## config.mk

```make
export PLATFORM = sky130hd
export DESIGN_NAME = fb_rect_fill
export DESIGN_NICKNAME = d
export VERILOG_FILES = /design/src/rtl/fb_pkg.sv /design/src/rtl/fb_addr_calc.sv /design/src/rtl/fb_rect_fill.sv
export SDC_FILE = /design/constraint.sdc
export NUM_CORES = 1
export LEC_CHECK = 0
export BUFFER_PORTS_ARGS = -buffer_cell sky130_fd_sc_hd__buf_2
export CORE_MARGIN = 4
export CORE_UTILIZATION = 55
export CTS_CLUSTER_SIZE = 24
export DETAILED_ROUTE_END_ITERATION = 8
export PLACE_DENSITY = 0.83
export SYNTH_ARGS = -nofsm -noshare
export SYNTH_HDL_FRONTEND = slang
export SYNTH_SLANG_ARGS = --single-unit
```

## constraint.sdc

```tcl
create_clock -name clock -period 5.4 [get_ports clock]
set_clock_uncertainty 0.2 [all_clocks]
set_input_delay 0.27 -clock clock [delete_from_list [all_inputs] [get_ports clock]]
set_output_delay 0.27 -clock clock [all_outputs]
set_load 0.1 [all_outputs]
```

## src/rtl/fb_pkg.sv

```systemverilog
// Shared framebuffer definitions: default geometry, bus widths and the fill state enum.
// Used by the rectangle filler and the framebuffer reader.
package fb_pkg;
    localparam int FB_W_DEF   = 320;
    localparam int FB_H_DEF   = 240;
    localparam int FB_ADDR_W  = 17;
    localparam int FB_COLOR_W = 3;

    typedef enum logic [1:0] {
        IDLE   = 2'd0,
        FILL   = 2'd1,
        FINISH = 2'd2
    } fb_state_e;
endpackage

```

## src/rtl/fb_addr_calc.sv

```systemverilog
// Linear framebuffer address for a 320-pixel-wide buffer: row*320+col built from
// two shifted copies of row, truncated to the framebuffer address width.
module fb_addr_calc
    import fb_pkg::*;
(
    input  logic [8:0]           row,
    input  logic [9:0]           col,
    output logic [FB_ADDR_W-1:0] addr
);
    // 320 = 256 + 64
    assign addr = FB_ADDR_W'({row, 8'b0}) + FB_ADDR_W'({row, 6'b0}) + FB_ADDR_W'(col);
endmodule

```

## src/rtl/fb_rect_fill.sv

```systemverilog
// Solid rectangle filler: one framebuffer write per cycle in raster order, then a done pulse.
// Define FB_CLIP_EN to suppress writes to pixels outside FB_W x FB_H.
module fb_rect_fill
    import fb_pkg::*;
#(
    parameter int FB_W = FB_W_DEF,
    parameter int FB_H = FB_H_DEF
) (
    input  logic                  clock,
    input  logic                  reset_n,
    input  logic                  cmd_valid,
    output logic                  cmd_ready,
    input  logic [8:0]            cmd_x,
    input  logic [7:0]            cmd_y,
    input  logic [8:0]            cmd_w,
    input  logic [7:0]            cmd_h,
    input  logic [FB_COLOR_W-1:0] cmd_color,
    output logic                  wr_en,
    output logic [FB_ADDR_W-1:0]  wr_addr,
    output logic [FB_COLOR_W-1:0] wr_data,
    output logic                  done
);
`ifdef FB_CLIP_EN
    localparam bit CLIP_EN = 1'b1;
`else
    localparam bit CLIP_EN = 1'b0;
`endif
    localparam logic [9:0] COL_LIM = 10'(FB_W);
    localparam logic [8:0] ROW_LIM = 9'(FB_H);

    fb_state_e             state_q, state_d;
    logic [9:0]            col_q, col_d, x_q, x_d, x_end_q, x_end_d;
    logic [8:0]            row_q, row_d, y_end_q, y_end_d;
    logic [FB_COLOR_W-1:0] color_q, color_d;
    logic                  wr_en_q, wr_en_d, done_q, done_d;
    logic [FB_ADDR_W-1:0]  wr_addr_q, wr_addr_d, addr_next;
    logic [FB_COLOR_W-1:0] wr_data_q, wr_data_d;
    logic                  fill_next, in_range;

    fb_addr_calc u_addr (
        .row  (row_d),
        .col  (col_d),
        .addr (addr_next)
    );

    // Counters always hold the pixel to be presented on the write port next cycle.
    always_comb begin
        state_d   = state_q;
        col_d     = col_q;
        row_d     = row_q;
        x_d       = x_q;
        x_end_d   = x_end_q;
        y_end_d   = y_end_q;
        color_d   = color_q;
        fill_next = 1'b0;
        done_d    = 1'b0;
        case (state_q)
            IDLE: begin
                if (cmd_valid) begin
                    x_d     = {1'b0, cmd_x};
                    x_end_d = {1'b0, cmd_x} + {1'b0, cmd_w} - 10'd1;
                    y_end_d = {1'b0, cmd_y} + {1'b0, cmd_h} - 9'd1;
                    color_d = cmd_color;
                    col_d   = {1'b0, cmd_x};
                    row_d   = {1'b0, cmd_y};
                    if (cmd_w != 9'd0 && cmd_h != 8'd0) begin
                        state_d   = FILL;
                        fill_next = 1'b1;
                    end else begin
                        state_d = FINISH;
                        done_d  = 1'b1;
                    end
                end
            end
            FILL: begin
                if (col_q == x_end_q) begin
                    if (row_q == y_end_q) begin
                        state_d = FINISH;
                        done_d  = 1'b1;
                    end else begin
                        col_d     = x_q;
                        row_d     = row_q + 9'd1;
                        fill_next = 1'b1;
                    end
                end else begin
                    col_d     = col_q + 10'd1;
                    fill_next = 1'b1;
                end
            end
            FINISH:  state_d = IDLE;
            default: state_d = IDLE;
        endcase
    end

    always_comb begin
        in_range  = (col_d < COL_LIM) && (row_d < ROW_LIM);
        wr_en_d   = fill_next && (!CLIP_EN || in_range);
        wr_addr_d = fill_next ? addr_next : wr_addr_q;
        wr_data_d = fill_next ? color_d : wr_data_q;
    end

    always_ff @(posedge clock or negedge reset_n) begin
        if (!reset_n) begin
            state_q   <= IDLE;
            col_q     <= '0;
            row_q     <= '0;
            x_q       <= '0;
            x_end_q   <= '0;
            y_end_q   <= '0;
            color_q   <= '0;
            wr_en_q   <= 1'b0;
            wr_addr_q <= '0;
            wr_data_q <= '0;
            done_q    <= 1'b0;
        end else begin
            state_q   <= state_d;
            col_q     <= col_d;
            row_q     <= row_d;
            x_q       <= x_d;
            x_end_q   <= x_end_d;
            y_end_q   <= y_end_d;
            color_q   <= color_d;
            wr_en_q   <= wr_en_d;
            wr_addr_q <= wr_addr_d;
            wr_data_q <= wr_data_d;
            done_q    <= done_d;
        end
    end

    assign cmd_ready = (state_q == IDLE);
    assign wr_en     = wr_en_q;
    assign wr_addr   = wr_addr_q;
    assign wr_data   = wr_data_q;
    assign done      = done_q;
endmodule
```

-- Word level (Yosys, flattened, before mapping)
Cells that the tools add are included.
- flip-flop bits (word level): 74
- latch bits: 0
- memory bits (writable): 0
- bits in read-only memories: 0
- input port bits: 40
- output and inout bits: 23
- word-level logic and storage cells: 56
- memories: 0
- add/subtract/negate cells: 8
- multiply operators: 0
- divide/modulo/power cells: 0
- order comparisons: 0
- equal/unequal tests: 6
- shift operators: 0
- multiplexer cells: 25
- bitwise operators: 0
- reductions and logical operators: 6
- operators by type and width (operator ; count):
    $mux W10 ; 3
    $mux W9 ; 3
    $pmux W10 S2 ; 1
    $pmux W9 S2 ; 1
    $add A17 B10 Y17 ; 1
    $add A17 B15 Y17 ; 1
    $add A10 B1 Y10 const B ; 1
    $add A9 B9 Y10 ; 1
    $eq A10 B10 Y1 ; 1
    $sub A10 B1 Y10 const B ; 1
    $add A8 B8 Y9 ; 1
    $add A9 B1 Y9 const B ; 1
    $eq A9 B9 Y1 ; 1
    $reduce_bool A9 Y1 ; 1
    $sub A9 B1 Y9 const B ; 1
    $mux W1 ; 8
    $mux W2 ; 4
    $reduce_bool A8 Y1 ; 1
    $mux W3 ; 2
    $ne A2 B2 Y1 const B ; 3
    $pmux W1 S2 ; 2
    $pmux W2 S2 ; 1
    $reduce_and A3 Y1 ; 1
    $eq A2 B1 Y1 const B ; 1
    other kinds (3) ; 3

-- Longest topological paths before layout
- word-level depth: 6
- mapped depth: 20
- depth with buffers taken out: 18

-- Modules after synthesis
A second synthesis with hierarchy kept.
- cells, all modules: 594
- area total of the unflattened synthesis: 5441.5 um2
- modules (own cells, without submodules) (module ; instances ; cells each ; area each (um2) ; sequential area each (um2)):
    fb_rect_fill ; 1 ; 522 ; 4810.9 ; 1851.8
    fb_addr_calc ; 1 ; 72 ; 630.6 ; 0.0

-- Least setup slack after synthesis
OpenSTA, ideal clock, no wires.
- kind: reg2reg
- start point: register state_q[1]
- end point: register wr_addr_q[15] (netlist: wr_addr[15])
- setup time: 0.120 ns
- data arrival time: 4.560 ns
- data required time: 5.080 ns
- slack: 0.520 ns
- cell stages (with the launch flop): 17
- path buffers: 2
- clock period less this slack: 4.880 ns
- cells stage by stage: dfrtp_1 nor2_1 nand2_1 clkbuf_1 clkbuf_1 o22ai_1 a21oi_1 fa_1 inv_1 fa_1 nor2b_1 o21ai_0 a21oi_1 o21ai_0 a21oi_1 o21ai_0 a31o_2
- cells in the longest elaborated chain, start to end: 4
- elaborated cells between the ends (all ways): 7
- classes of those cells: add/sub: 2; eq/ne: 1; mux: 3; reduce/logical: 1
- ends and longest elaborated chain (what ; line ; source):
    start: declaration ; fb_rect_fill.sv:31 ; fb_state_e state_q, state_d;
    start signal: assignment ; fb_rect_fill.sv:116 ; state_q <= state_d;
    $logic_not A2 Y1 ; n/a ;
    net cmd_ready ; fb_rect_fill.sv:12 ; output logic cmd_ready,
    $pmux W9 S2 ; fb_rect_fill.sv:57 ; case (state_q)
    net row_d[0] ; fb_rect_fill.sv:33 ; logic [8:0] row_q, row_d, y_end_q, y_end_d;
    $add A17 B15 Y17 ; fb_addr_calc.sv:11 ; assign addr = FB_ADDR_W'({row, 8'b0}) + FB_ADDR_W'({row, 6'b0}) + FB_ADDR_W'(col);
    $add A17 B10 Y17 ; fb_addr_calc.sv:11 ;
    end signal: assignment ; fb_rect_fill.sv:124 ; wr_addr_q <= wr_addr_d;
    end: declaration ; fb_rect_fill.sv:36 ; logic [FB_ADDR_W-1:0] wr_addr_q, wr_addr_d, addr_next;
The timed path passes the listed nets, and every way through them passes these cells.
A chain may end at the register's enable or synchronous reset.

-- Worst setup path in the final report
- start point: register col_q[0]
- end point: register wr_addr_q[15] (netlist: wr_addr[15])
- elaborated cells between the ends (all ways): 12
- classes of those cells: add/sub: 3; eq/ne: 1; mux: 8
- RTL lines (what ; line ; source):
    start: declaration ; fb_rect_fill.sv:32 ; logic [9:0] col_q, col_d, x_q, x_d, x_end_q, x_end_d;
    start signal: assignment ; fb_rect_fill.sv:117 ; col_q <= col_d;
    $add A10 B1 Y10 / $eq A10 B10 Y1 (equally long branches) ; fb_rect_fill.sv:86, fb_rect_fill.sv:76 ;
    $mux W10 (*) ; fb_rect_fill.sv:76 ; if (col_q == x_end_q) begin
    $pmux W10 S2 (*) ; fb_rect_fill.sv:57 ;
    net col_d[8] ; fb_rect_fill.sv:32 ;
    $add A17 B10 Y17 (*) ; fb_addr_calc.sv:11 ;
The timed path passes the listed nets; every way through them passes the cells marked *.

==> impl_metrics.tcl <==
set metrics [dict create \
    cts_tree "yes" \
    path_clk_slew_ps 90 \
    cts.sinks 74 \
    wl_per_cell_um 17.2 \
    setup_ws_ps 378 \
    path_class "register to register" \
    drt-initial-drc-count 249 \
    fin_worst_hold_slack_ps 9.70 \
    cts_root_buffer "clkbuf_8" \
    tightest_slew_ps 939 \
    grt_pass1_vias 4323 \
    die_area_sq_um 10800 \
    max_freq_mhz 199 \
    drt_pass1_iterations 6 \
    synth-seq-cells 74 \
    crit_arrival_ps 5080 \
    core-area_sq_um 8850 \
    end_kind "register" \
    async_flop_share_pct 100 \
    place_congestion 0.982 \
    synth_edf_count 0 \
    areaGrowthSynthToFinish_pct 13.3 \
    row_count 34 \
    postSynthCellCount 567 \
    worstPathMaxFanout 9 \
    grt_overflow 0 \
    power_density_nw_per_um2 208 \
    multi_input_area_sq_um 2810 \
    hold_buffers 5 \
    route.met2.wl_um 5990 \
    detailedPlace.worstSlack_ps 521 \
    period_share_pct 93.0 \
    drive_gt1_share_pct 17.1 \
    via_per_inst 5.86 \
    slowest_delay_ps 580 \
    grtUsageTotal_pct 23.9 \
    status "finished, final reports clean" \
    ys.warnings.count 0 \
    setup_violations 0 \
    wl_met3_um 887 \
    antenna_cells 0 \
    insertion_delay_ps 360 \
    period_minus_slack_ps 5020 \
    finalHoldViolCount 0 \
    critPathTopFamily "compound AO/OA/AOI/OAI gates" \
    die_h_um 104 \
    ant_nets 0 \
    routed_wl_um 12800 \
    synth_ff_type "dfrtp_1" \
    placed_area_sq_um 5470 \
    io_pins 63 \
    route.detailed.drc 0 \
    crit_slowest_cell "fa_1" \
    cts_setup_buffers 0 \
    htreeDepth 3 \
    routed.top_layer "met4" \
    synth_area_leaders "dfrtp_1 (37%), ha_1 (12%), inv_1 (5.7%)" \
    drv_slew 0 \
    final_common_cell "inv_1" \
    final_nets 728 \
    hp-class "primary input to register" \
    netlist_area_sq_um 5050 \
    cp.required_ps 5450 \
    synthesis.nets 662 \
    ff_latch_area_sq_um 1850 \
    dpl.hpwl_um 9790 \
    initial_core_util_pct 57.1 \
    syn_area_per_cell_sq_um 8.91 \
    cts_buffers 9 \
    maxCapViolCount 0 \
    cts_buffer_depth 2 \
    design_area_sq_um 5720 \
    fillerInstances 735 \
    crit_buf_inv 1 \
    die_w_um 104 \
    path_cells "xnor2_1, nand4_1, or3_1, and2_1, a311oi_1, nor3_1, a221o_1, fa_1, inv_1, fa_1, nor2b_1, o21ai_0, a21oi_1, o21ai_0, a21oi_1, o21ai_0, a31o_2" \
    io_buffers 62 \
    finalSetupTns_ps 0 \
    rsz0062_at_grt "no" \
    grt_max_degree 75 \
    vdd_drop_max_mv 0.136 \
    slew_headroom_pct 36.6 \
    grt_pass1_wl_um 21000 \
    cts_resized 0 \
    worst_path_most_repeated_cell "o21ai_0" \
    synth_top_area_cell "dfrtp_1" \
    synth_cell_types 57 \
    start_kind "register" \
    synth_top_area_share_pct 36.6 \
    vias 4369 \
    final_cell_mix "inv_1 (77), dfrtp_1 (74), buf_2 (62)" \
    p_leak_uw 0.00286 \
    ys_seq_area_share_pct 36.6 \
    drt-met1-wl_um 5460 \
    antenna_found_initial 0 \
    fin_util_pct 64.7 \
]
## power by group
part	total (uW)	switching (uW)	internal (uW)
Combinational	180	107	72.8
Sequential	559	2.41	557
Clock	450	229	221
## per-layer routing
| metal | up-vias | GRT usage (%) |
|---|---|---|
| li1 | 2083 | - |
| met1 | 2051 | 30.6 |
| met2 | 193 | 38.9 |
| met3 | 42 | 4.66 |
| met4 | 0 | 11.6 |
| met5 | - | 0 |
## worst register-to-register path, delay by kind of cell, from the launching register on
kind                       cells  cell delay (ps)
and+or+nand+nor                5             1320
buffers and inverters          1               70
AOI/OAI and AO/OA              8             1590
DFF                            1              540
xor gates and xnor gates       1              170
adders and majority gates      2             1030
## state kept, by name, indices dropped and copies added (netlist names)
signal   cells
row_q        9
wr_data      3
done         1
x_end_q     10
wr_addr     17
color_q      3
state_q      2
col_q       10
x_q          9
wr_en        1
y_end_q      9
## through the flow
step                std cells  total power, uW
detailed placement        725              747
CTS                       746             1200
floorplan                 567              688
global placement          725              739
global route              746             1250
finish                    746             1190
## layout make-up
| cell class | count | share of cell area [%] |
|---|---|---|
| clock buffer | 9 | 2.16 |
| clock inverter | 7 | 1.44 |
| inverter | 79 | 5.18 |
| multi-input combinational | 394 | 49.2 |
| sequential | 74 | 32.3 |
| tap | 108 | 2.36 |
| timing repair buffer | 75 | 7.34 |
## logic make-up after synthesis
family / Yosys count / synth area share (%)
compound gates: 134 / 16.8
buf+inv: 99 / 7.85
mux: 19 / 4.11
fa+ha+maj: 55 / 14.4
flops: 74 / 36.6
xor+xnor: 34 / 5.89
simple gates: 152 / 14.3
## cell usage after synthesis (2+ instances only)
cell type	n
inv_1	77
dfrtp_1	74
nand2_1	58
ha_1	50
o21ai_0	43
nor2_1	31
a21oi_1	26
xnor2_1	18
nand3_1	16
xor2_1	16
mux2_2	14
clkbuf_1	12
a21o_1	10
nor3_1	8
a31oi_1	7
a22oi_1	6
o22ai_1	6
a221o_1	5
buf_2	5
fa_1	5
mux2i_1	5
nor3b_1	5
or3_1	5
and3_1	4
nand2b_1	4
nand4_1	4
nor4_1	4
o31ai_1	4
a211oi_1	3
nor2b_1	3
o21ai_1	3
a21boi_0	2
a22o_1	2
a2bb2oi_1	2
a311oi_1	2
buf_6	2
clkinv_1	2
nand3b_1	2
nor2_2	2
nor4b_1	2
o2bb2ai_1	2
## path summary, 6_finish.rpt
path	start	to	slack (ps)	depth (start not counted)
max in group asynchronous	reset_n	row_q[4]	3940	3
max	col_q[0]	wr_addr[15]	380	17
min	cmd_x[6]	x_q[6]	10	3
max reg2reg	col_q[0]	wr_addr[15]	380	17
min in group asynchronous	reset_n	x_end_q[2]	470	3
min reg2reg	color_q[1]	color_q[1]	280	2
(Power assumes the default switching activity.)
